## config.mk

```make
export PLATFORM = sky130hd
export DESIGN_NAME = riscv_front_pipe
export DESIGN_NICKNAME = d
export VERILOG_FILES = /design/src/rtl/riscv_front_pkg.sv /design/src/rtl/riscv_front_pipe_regfile.sv /design/src/rtl/riscv_front_pipe.sv
export SDC_FILE = /design/constraint.sdc
export NUM_CORES = 2
export LEC_CHECK = 0
export CAP_MARGIN = 10
export CORE_MARGIN = 2
export CORE_UTILIZATION = 65
export CTS_CLUSTER_SIZE = 30
export DETAILED_ROUTE_END_ITERATION = 10
export PLACE_DENSITY = 0.84
export SLEW_MARGIN = 10
export SYNTH_ARGS = -nofsm -noshare
export SYNTH_HDL_FRONTEND = slang
export SYNTH_SLANG_ARGS = --single-unit
```

## constraint.sdc

```tcl
create_clock -name clk -period 7.76 [get_ports clk]
set_clock_uncertainty 0.15 [all_clocks]
set_input_delay 1.552 -clock clk [delete_from_list [all_inputs] [get_ports clk]]
set_output_delay 1.552 -clock clk [all_outputs]
set_load 0.03 [all_outputs]
```

## src/rtl/riscv_front_pkg.sv

```systemverilog
// Shared constants, enums and the ALU-function decoder for the RV32I front pipeline.
package riscv_front_pkg;

    localparam int XLEN = 32;

    localparam logic [6:0] OPC_RTYPE  = 7'b0110011;
    localparam logic [6:0] OPC_IALU   = 7'b0010011;
    localparam logic [6:0] OPC_LOAD   = 7'b0000011;
    localparam logic [6:0] OPC_STORE  = 7'b0100011;
    localparam logic [6:0] OPC_BRANCH = 7'b1100011;

    localparam logic [31:0] NOP_INSTR = 32'h0000_0013;

    // Bit positions inside ex_ctrl / mem_ctrl / wb_ctrl
    localparam int EX_ALU_SRC    = 2;
    localparam int MEM_IS_BRANCH = 2;
    localparam int MEM_READ      = 1;
    localparam int MEM_WRITE     = 0;
    localparam int WB_REG_WRITE  = 1;
    localparam int WB_MEM_TO_REG = 0;

    typedef enum logic [1:0] {
        ALUOP_ADD   = 2'b00,
        ALUOP_SUB   = 2'b01,
        ALUOP_FUNCT = 2'b10
    } alu_op_t;

    typedef enum logic [3:0] {
        ALU_ADD, ALU_SUB, ALU_SLL, ALU_SLT, ALU_SLTU,
        ALU_XOR, ALU_SRL, ALU_SRA, ALU_OR, ALU_AND
    } alu_fn_t;

    function automatic alu_fn_t aluFunc(input logic [1:0] aluOp, input logic [2:0] funct3,
                                        input logic funct7b5, input logic isRtype);
        alu_fn_t fn;
        fn = ALU_ADD;
        if (aluOp == ALUOP_SUB) begin
            fn = ALU_SUB;
        end else if (aluOp == ALUOP_FUNCT) begin
            case (funct3)
                3'b000:  fn = (isRtype && funct7b5) ? ALU_SUB : ALU_ADD;
                3'b001:  fn = ALU_SLL;
                3'b010:  fn = ALU_SLT;
                3'b011:  fn = ALU_SLTU;
                3'b100:  fn = ALU_XOR;
                3'b101:  fn = funct7b5 ? ALU_SRA : ALU_SRL;
                3'b110:  fn = ALU_OR;
                default: fn = ALU_AND;
            endcase
        end
        return fn;
    endfunction

endpackage

```

## src/rtl/riscv_front_pipe_regfile.sv

```systemverilog
// 32x32 register file: two combinational read ports with same-cycle write bypass, x0 reads zero.
module riscv_front_regfile
    import riscv_front_pkg::*;
(
    input  logic            clk,
    input  logic            wrEn,
    input  logic [4:0]      wrAddr,
    input  logic [XLEN-1:0] wrData,
    input  logic [4:0]      rdAddrA,
    input  logic [4:0]      rdAddrB,
    output logic [XLEN-1:0] rdDataA,
    output logic [XLEN-1:0] rdDataB
);

    logic [XLEN-1:0]            regs [32];
    logic [1:0][4:0]            rdAddr;
    logic [1:0][XLEN-1:0]       rdData;

    always_ff @(posedge clk) begin
        if (wrEn && wrAddr != 5'd0) begin
            regs[wrAddr] <= wrData;
        end
    end

    assign rdAddr[0] = rdAddrA;
    assign rdAddr[1] = rdAddrB;

    for (genvar gi = 0; gi < 2; gi++) begin : g_rd
        assign rdData[gi] = (rdAddr[gi] == 5'd0) ? '0 :
                            (wrEn && wrAddr == rdAddr[gi]) ? wrData :
                            regs[rdAddr[gi]];
    end

    assign rdDataA = rdData[0];
    assign rdDataB = rdData[1];

endmodule

```

## src/rtl/riscv_front_pipe.sv

```systemverilog
// IF/ID/EX stages of the RV32I pipeline ending at the EX/MEM register.
// Define FORWARD_EN to enable EX-stage operand forwarding from EX/MEM and write-back.
module riscv_front_pipe
    import riscv_front_pkg::*;
#(
    parameter logic [31:0] RESET_PC = 32'h0000_0000
) (
    input  logic        clk,
    input  logic        reset,
    input  logic        branch,
    input  logic [31:0] branch_addr,
    input  logic        pc_write,
    input  logic        ifid_write,
    output logic [31:0] imem_addr,
    input  logic [31:0] imem_rdata,
    input  logic        wb_reg_write,
    input  logic [4:0]  wb_rd,
    input  logic [31:0] wb_data,
    output logic [4:0]  exmem_rd,
    output logic [31:0] exmem_alu,
    output logic [31:0] exmem_reg2,
    output logic        exmem_zero,
    output logic [31:0] exmem_branch_target,
    output logic [2:0]  exmem_mem_ctrl,
    output logic [1:0]  exmem_wb_ctrl
);

    logic [31:0] pcReg, pcNext;
    logic [31:0] ifidInstrReg, ifidPcReg;

    assign imem_addr = pcReg;

    always_comb begin
        pcNext = pcReg;
        if (branch)        pcNext = branch_addr;
        else if (pc_write) pcNext = pcReg + 32'd4;
    end

    always_ff @(posedge clk) begin
        if (reset) pcReg <= RESET_PC;
        else       pcReg <= pcNext;
    end

    always_ff @(posedge clk) begin
        if (reset || branch) begin
            ifidInstrReg <= NOP_INSTR;
            ifidPcReg    <= '0;
        end else if (ifid_write) begin
            ifidInstrReg <= imem_rdata;
            ifidPcReg    <= pcReg;
        end
    end

    logic [6:0]  opcode;
    logic [31:0] iImm, sImm, bImm, immSel, rs1Val, rs2Val;
    logic [2:0]  exCtrl, memCtrl;
    logic [1:0]  wbCtrl;

    assign opcode = ifidInstrReg[6:0];
    assign iImm = {{20{ifidInstrReg[31]}}, ifidInstrReg[31:20]};
    assign sImm = {{20{ifidInstrReg[31]}}, ifidInstrReg[31:25], ifidInstrReg[11:7]};
    assign bImm = {{19{ifidInstrReg[31]}}, ifidInstrReg[31], ifidInstrReg[7],
                   ifidInstrReg[30:25], ifidInstrReg[11:8], 1'b0};

    always_comb begin
        exCtrl  = '0;
        memCtrl = '0;
        wbCtrl  = '0;
        immSel  = iImm;
        case (opcode)
            OPC_RTYPE: begin
                exCtrl = {1'b0, ALUOP_FUNCT};
                wbCtrl[WB_REG_WRITE] = 1'b1;
            end
            OPC_IALU: begin
                exCtrl = {1'b1, ALUOP_FUNCT};
                wbCtrl[WB_REG_WRITE] = 1'b1;
            end
            OPC_LOAD: begin
                exCtrl = {1'b1, ALUOP_ADD};
                memCtrl[MEM_READ]     = 1'b1;
                wbCtrl[WB_REG_WRITE]  = 1'b1;
                wbCtrl[WB_MEM_TO_REG] = 1'b1;
            end
            OPC_STORE: begin
                exCtrl = {1'b1, ALUOP_ADD};
                memCtrl[MEM_WRITE] = 1'b1;
                immSel = sImm;
            end
            OPC_BRANCH: begin
                exCtrl = {1'b0, ALUOP_SUB};
                memCtrl[MEM_IS_BRANCH] = 1'b1;
                immSel = bImm;
            end
            default: ;
        endcase
    end

    riscv_front_regfile u_regfile (
        .clk     (clk),
        .wrEn    (wb_reg_write),
        .wrAddr  (wb_rd),
        .wrData  (wb_data),
        .rdAddrA (ifidInstrReg[19:15]),
        .rdAddrB (ifidInstrReg[24:20]),
        .rdDataA (rs1Val),
        .rdDataB (rs2Val)
    );

    logic [31:0] idexPcReg, idexRs1ValReg, idexRs2ValReg, idexImmReg, idexBImmReg;
    logic [4:0]  idexRdReg;
    logic [2:0]  idexFunct3Reg, idexExReg, idexMemReg;
    logic [1:0]  idexWbReg;
    logic        idexFunct7b5Reg, idexIsRtypeReg;
`ifdef FORWARD_EN
    logic [4:0]  idexRs1Reg, idexRs2Reg;
`endif

    always_ff @(posedge clk) begin
        if (reset) begin
            idexPcReg       <= '0;
            idexRs1ValReg   <= '0;
            idexRs2ValReg   <= '0;
            idexImmReg      <= '0;
            idexBImmReg     <= '0;
            idexRdReg       <= '0;
            idexFunct3Reg   <= '0;
            idexFunct7b5Reg <= 1'b0;
            idexIsRtypeReg  <= 1'b0;
            idexExReg       <= '0;
            idexMemReg      <= '0;
            idexWbReg       <= '0;
`ifdef FORWARD_EN
            idexRs1Reg      <= '0;
            idexRs2Reg      <= '0;
`endif
        end else begin
            idexPcReg       <= ifidPcReg;
            idexRs1ValReg   <= rs1Val;
            idexRs2ValReg   <= rs2Val;
            idexImmReg      <= immSel;
            idexBImmReg     <= bImm;
            idexRdReg       <= ifidInstrReg[11:7];
            idexFunct3Reg   <= ifidInstrReg[14:12];
            idexFunct7b5Reg <= ifidInstrReg[30];
            idexIsRtypeReg  <= (opcode == OPC_RTYPE);
`ifdef FORWARD_EN
            idexRs1Reg      <= ifidInstrReg[19:15];
            idexRs2Reg      <= ifidInstrReg[24:20];
`endif
            // A redirect turns the instruction now entering EX into a bubble
            idexExReg       <= branch ? 3'b000 : exCtrl;
            idexMemReg      <= branch ? 3'b000 : memCtrl;
            idexWbReg       <= branch ? 2'b00  : wbCtrl;
        end
    end

    logic [31:0] opA, opB, aluB, aluResult;
    logic [4:0]  shamt;
    alu_fn_t     aluFnSel;

`ifdef FORWARD_EN
    // Loads are excluded from EX/MEM forwarding: their data is not known until MEM.
    function automatic logic [31:0] fwd(input logic [4:0] src, input logic [31:0] idexVal);
        if (exmem_wb_ctrl[WB_REG_WRITE] && !exmem_wb_ctrl[WB_MEM_TO_REG] &&
            exmem_rd != 5'd0 && exmem_rd == src)
            return exmem_alu;
        else if (wb_reg_write && wb_rd != 5'd0 && wb_rd == src)
            return wb_data;
        else
            return idexVal;
    endfunction

    assign opA = fwd(idexRs1Reg, idexRs1ValReg);
    assign opB = fwd(idexRs2Reg, idexRs2ValReg);
`else
    assign opA = idexRs1ValReg;
    assign opB = idexRs2ValReg;
`endif

    assign aluB     = idexExReg[EX_ALU_SRC] ? idexImmReg : opB;
    assign shamt    = aluB[4:0];
    assign aluFnSel = aluFunc(idexExReg[1:0], idexFunct3Reg, idexFunct7b5Reg, idexIsRtypeReg);

    always_comb begin
        case (aluFnSel)
            ALU_SUB:  aluResult = opA - aluB;
            ALU_SLL:  aluResult = opA << shamt;
            ALU_SLT:  aluResult = {31'b0, $signed(opA) < $signed(aluB)};
            ALU_SLTU: aluResult = {31'b0, opA < aluB};
            ALU_XOR:  aluResult = opA ^ aluB;
            ALU_SRL:  aluResult = opA >> shamt;
            ALU_SRA:  aluResult = 32'($signed(opA) >>> shamt);
            ALU_OR:   aluResult = opA | aluB;
            ALU_AND:  aluResult = opA & aluB;
            default:  aluResult = opA + aluB;
        endcase
    end

    always_ff @(posedge clk) begin
        if (reset) begin
            exmem_rd            <= '0;
            exmem_alu           <= '0;
            exmem_reg2          <= '0;
            exmem_zero          <= 1'b0;
            exmem_branch_target <= '0;
            exmem_mem_ctrl      <= '0;
            exmem_wb_ctrl       <= '0;
        end else begin
            exmem_rd            <= idexRdReg;
            exmem_alu           <= aluResult;
            exmem_reg2          <= opB;
            exmem_zero          <= (aluResult == 32'd0);
            exmem_branch_target <= idexPcReg + idexBImmReg;
            exmem_mem_ctrl      <= idexMemReg;
            exmem_wb_ctrl       <= idexWbReg;
        end
    end

endmodule

```

# Word-level counts from Yosys, hierarchy flattened
# Memory sizes are Yosys's and may differ from the RTL's. A register that Yosys moved wholly into a read port is not among the register bits.
# Index checks and enable logic that the tools add are counted.
# W data, S select, Z words.
# word_totals
reg_bits	279
ram_bits	1024
inputBits	107
out_inout_bits	139
word_cells	87
mem_count	1
# mem_list
memory	depth	word_bits	read_ports	rd_clocked_by_memory_dff	write_ports	line	text
u_regfile.regs	32	32	2	2	1	riscv_front_pipe_regfile.sv:15	logic [XLEN-1:0] regs [32];
# classes
n_addsub	4
n_lt_le_gt_ge	2
eq_ne	22
shifts	3
mux	17
bitwise	3
reduce_logical	14
# ops
cell	count
$pmux W32 S9	1
$mux W32	3
$add A32 B32 Y32	2
$lt A32 B32 Y1	2
$add A32 B3 Y32 const B	1
$and A32 B32 Y32	1
$logic_not A32 Y1	1
$or A32 B32 Y32	1
$shl A32 B5 Y32	1
$shr A32 B5 Y32	1
$sshr A32 B5 Y32	1
$sub A32 B32 Y32	1
$xor A32 B32 Y32	1
$pmux W4 S7	1
$pmux W12 S2	1
$eq A4 B3 Y1 const B	4
$eq A7 B6 Y1 const B	2
$pmux W3 S4	1
$logic_not A5 Y1	2
$eq A3 B3 Y1 const B	3
$eq A4 B2 Y1 const B	2
$eq A4 B4 Y1 const B	2
$mux W1	8
$mux W4	2
15 further kinds	20

# Logic depth before layout (Yosys ltp)
# logic_depth
depth_word	8
mapped_depth	21
ltp_nobuf	17

# Modules after synthesis
# Synthesis repeated with hierarchy kept, for this count alone.
# hier_totals
hier_cells	5086
hier_area_um2	69282.7
# by_module_without_submodules
module	n_inst	cells_per_inst	area_each_um2	seq_area_each_um2
riscv_front_regfile	1	2524	47951.0	30749.5
riscv_front_pipe	1	2562	21331.7	6546.3

# Worst setup path after synthesis
# No wires, ideal clock.
# synth_timing
path_kind	register to register
startpoint	register idexExReg[2]
endpoint	register exmem_zero
setup_time_ps	60
arrival_ps	5126
t_required_ps	7550
setup_slack_ps	2425
stages_incl_launch_ff	21
path_buffers	5
synth_period_minus_slack_ps	5335
cell_sequence	dfxtp_1 > buf_6 > mux2i_4 > inv_2 > buf_1 > buf_1 > clkbuf_1 > clkbuf_1 > ha_1 > a21oi_1 > o32ai_1 > nor2_1 > o31ai_1 > xnor2_1 > a32oi_1 > or3_1 > or4_1 > or3_1 > nor4_1 > and2_1 > and3_1
# synth_between
elab_chain_len	4
elab_cells_between_ends	13
cone_classes	add/sub: 2; order compare: 2; shift: 3; mux: 2; bitwise: 3; reduce/logical: 1
# synth_lines
element	line	text
from (decl)	riscv_front_pipe.sv:112	logic [2:0] idexFunct3Reg, idexExReg, idexMemReg;
from (signal assigned)	riscv_front_pipe.sv:152	idexExReg <= branch ? 3'b000 : exCtrl;
$mux W32 *	riscv_front_pipe.sv:181	assign aluB = idexExReg[EX_ALU_SRC] ? idexImmReg : opB;
$add A32 B32 Y32, or another cell as far along	riscv_front_pipe.sv:196	default: aluResult = opA + aluB;
$pmux W32 S9 *	riscv_front_pipe.sv:186	case (aluFnSel)
$logic_not A32 Y1 *	riscv_front_pipe.sv:213	exmem_zero <= (aluResult == 32'd0);
to (signal assigned)	riscv_front_pipe.sv:213	
to (decl)	riscv_front_pipe.sv:22	output logic exmem_zero,
# Every way passes the cells marked *; elsewhere a longest branch is shown, timed or not.
# A chain may end at the register's enable or synchronous reset.

# Worst setup path in the final report
# Ends and elaborated chain as after synthesis.

==> flow_summary.yaml <==
outcome:
  run_status: "complete, no violations"
place:
  hpwl_mm: 153
  numPlacedInstances: 6311
  dp_worst_setup_slack_ps: 1610
  gpl.final_weighted_congestion: 1.04
  port_buffers: 245
  placedInstanceArea_um2: 73000
synthesis:
  synthSimpleGateAreaFrac_pct: 6.55
  combinational_family_with_the_most_area_after_synthesis: "multiplexers"
  synth.yosys.seq_area_share_pct: 54.4
  netlist_instances: 4853
  synth.avg_cell_area_um2: 14.1
  synthesis.area_um2: 68500
  synthesized_area_fraction_occupied_by_adder_cells_pct: 2.44
  synth.lib_cells_used.distinct: 85
  synth_ff_type: "edfxtp_1"
  xor_xnor_share_of_the_synthesized_area_pct: 1.07
  yosysWarnings: 0
  yosys_register_bits: 1351
  synth_async_reset_ratio_pct: 0
  post_synth_mux_area_share_pct: 23.7
  synth_compound_area_share_pct: 9.03
  synth-edff-count: 1024
timing:
  setup-tns-final_ps: 0
  setup_ws_ps: 1390
  layout_worst_path_cycle_share_pct: 82.1
  worst_slew_pin_slew_ps: 1420
  grt_setup_unrepaired: "false"
  max_fclk_ghz: 0.157
  max-slew-margin-rel_pct: 5.29
  setup_viol_count_final: 0
  hold_violations: 0
  finalWorstPathRequiredPeriod_ps: 6370
  timing_max_transition_violations_final: 0
route:
  route.detailed.wl_per_inst_um: 38.9
  drc_violation_count_after_routing: 0
  routed_wl_mm: 256
  ant_nets: 0
  avgViaCountPerCell: 7.91
  drtPass1Iterations: 7
  detailroute.via_count: 52000
  detailedRoute.firstIterationViolations: 9670
finish:
  multiInputGateArea_um2: 29800
  top_register: "u_regfile.regs"
  largest_register_ff_count: 1024
  layout-drive-gt1-share_pct: 20.0
  design.final.nets: 5300
  sequential_cell_area_um2: 37300
  final_common_cell: "edfxtp_1"
  num-fill-cells: 6048
  final_cell_area_um2: 77800
  commonest_non_fill_non_tap_cells_in_the_layout: "edfxtp_1, mux4_2, nor2_1"
  instances_no_fill: 6580
  syn2layout_area_growth_pct: 13.5
  post-route-util_pct: 74.1
grt:
  grt_usage_pct: 47.3
  grt_antenna_before_repair: 25
  grt_first_pass_wirelength_mm: 363
  first_global_vias: 51600
  grt_remaining_overflow: 0
  pin_count_of_the_biggest_net_entering_global_routing: 121
worst_setup_path:
  worstPathArrival_ps: 6890
  r2r_setup_slack_ps: 1390
  start_kind: "register"
  critPathRequiredTime_ps: 8290
  setup.worst_path.class: "reg -> reg"
  end_kind: "register"
  reg2reg_depth: 17
  critical_path.max_fanout: 15
floorplan:
  num_io_pins: 246
  total_die_area_um2: 108000
  core_area_um2: 105000
  die-height_um: 329
  floorplan.initialDensity_pct: 65.3
  fp.dieW_um: 329
  row_count: 119
clock_network:
  path_clk_slew_ps: 60
  post_cts.repair.setup_buffers: 0
  tritoncts: "yes"
  ctsHoldBuffers: 0
  clock_tree.root_cell: "clkbuf_16"
  worst_skew_pair.late_latency_ps: 800
  cts.sink_count: 1351
  htree_levels: 4
  max-clock-path-buffers: 3
  tritoncts.num_buffers: 136
  cts_resized: 0
power_and_ir_drop:
  powerDensity_nw_per_um2: 218
  vdd_ir_drop_max_v: 0.000271
  leakagePower_nw: 25.6
flow_run:
  maxCapViolCount: 0
min_path:
  worst_hold_path.num_cells: 2
  hold_class: "reg -> reg"
metrics by stage:
step / hold slack [ps] / power, mW
floorplan: 258 / 9.29
global placement: 276 / 10.0
detailed placement: 275 / 10.0
CTS: 287 / 16.8
global route: 306 / 17.2
finish: 282 / 16.9
logic make-up after synthesis:
| group | count (synthesis) |
|---|---|
| DFF | 1351 |
| other | 1 |
| AOI/OAI and AO/OA | 895 |
| adders and majority gates | 132 |
| and+or+nand+nor | 970 |
| xor gates and xnor gates | 84 |
| buffers and inverters | 493 |
| muxes | 927 |
Yosys cell counts (all sizes together), types with 21 or more instances:
| library cell | count | share of area, % |
|---|---|---|
| o211ai | 49 | 0.54 |
| a221oi | 68 | 0.88 |
| buf | 94 | 0.60 |
| o22ai | 67 | 0.61 |
| nand2 | 192 | 1.1 |
| and3 | 21 | 0.19 |
| mux4 | 546 | 18 |
| xor2 | 44 | 0.56 |
| edfxtp | 1024 | 45 |
| ha | 129 | 2.4 |
| nand2b | 43 | 0.39 |
| o221ai | 33 | 0.42 |
| xnor2 | 40 | 0.51 |
| clkbuf | 268 | 1.5 |
| a211oi | 95 | 1.0 |
| nor2 | 419 | 2.3 |
| a21o | 42 | 0.46 |
| mux2 | 50 | 0.82 |
| a221o | 22 | 0.32 |
| mux2i | 331 | 4.9 |
| a31oi | 28 | 0.26 |
| nor3 | 44 | 0.32 |
| o21ai | 110 | 0.81 |
| dfxtp | 327 | 9.6 |
| inv | 130 | 0.71 |
| nand3 | 53 | 0.39 |
| nor2b | 89 | 0.81 |
| a21oi | 210 | 1.5 |
worst max-delay path, stage by stage, from the launching register on:
cell and delay [ps]:
dfxtp_1 800, buf_4 370, mux2i_4 690, inv_2 350, ha_1 350, fa_1 460
a21oi_1 220, o32ai_1 160, nor2_1 230, o31ai_1 120, xnor2_1 170, a32oi_1 90
or3_1 400, or4_1 550, or3_1 470, nor4_1 370, and2_1 180, and3_1 140
metal layers:
layer | track usage, % | vias to the layer above | routed length (µm) | share of wire, %
li1 | - | 19700 | - | -
met1 | 57.0 | 25000 | 79900 | 31
met2 | 72.0 | 5686 | 115000 | 45
met3 | 15.0 | 1562 | 36800 | 14
met4 | 35.1 | 12 | 24600 | 9.6
met5 | 0 | - | 77 | 0.030
path summary, 6_finish.rpt:
check | start | end
worst min register to register | idexRs2ValReg[30] | exmem_reg2[30]
worst min-delay path | idexRs2ValReg[30] | exmem_reg2[30]
worst max-delay path | idexExReg[2] | exmem_zero
worst max register to register | idexExReg[2] | exmem_zero
where the power goes:
group          internal [mW]  switching, mW
Combinational          0.735           1.21
Clock                   3.89           3.03
Sequential              7.91          0.169
Total                   12.5           4.41
final cells by class:
| class | instances | share of cell area, % |
|---|---|---|
| Clock inverter | 72 | 1.31 |
| Sequential cell | 1351 | 48.0 |
| Clock buffer | 178 | 4.69 |
| Tap cell | 1391 | 2.24 |
| Timing Repair Buffer | 401 | 4.82 |
| Antenna cell | 16 | 0.0515 |
| Multi-Input combinational cell | 3040 | 38.3 |
| Inverter | 131 | 0.632 |
Note: power is estimated with default switching activity, not from simulation.
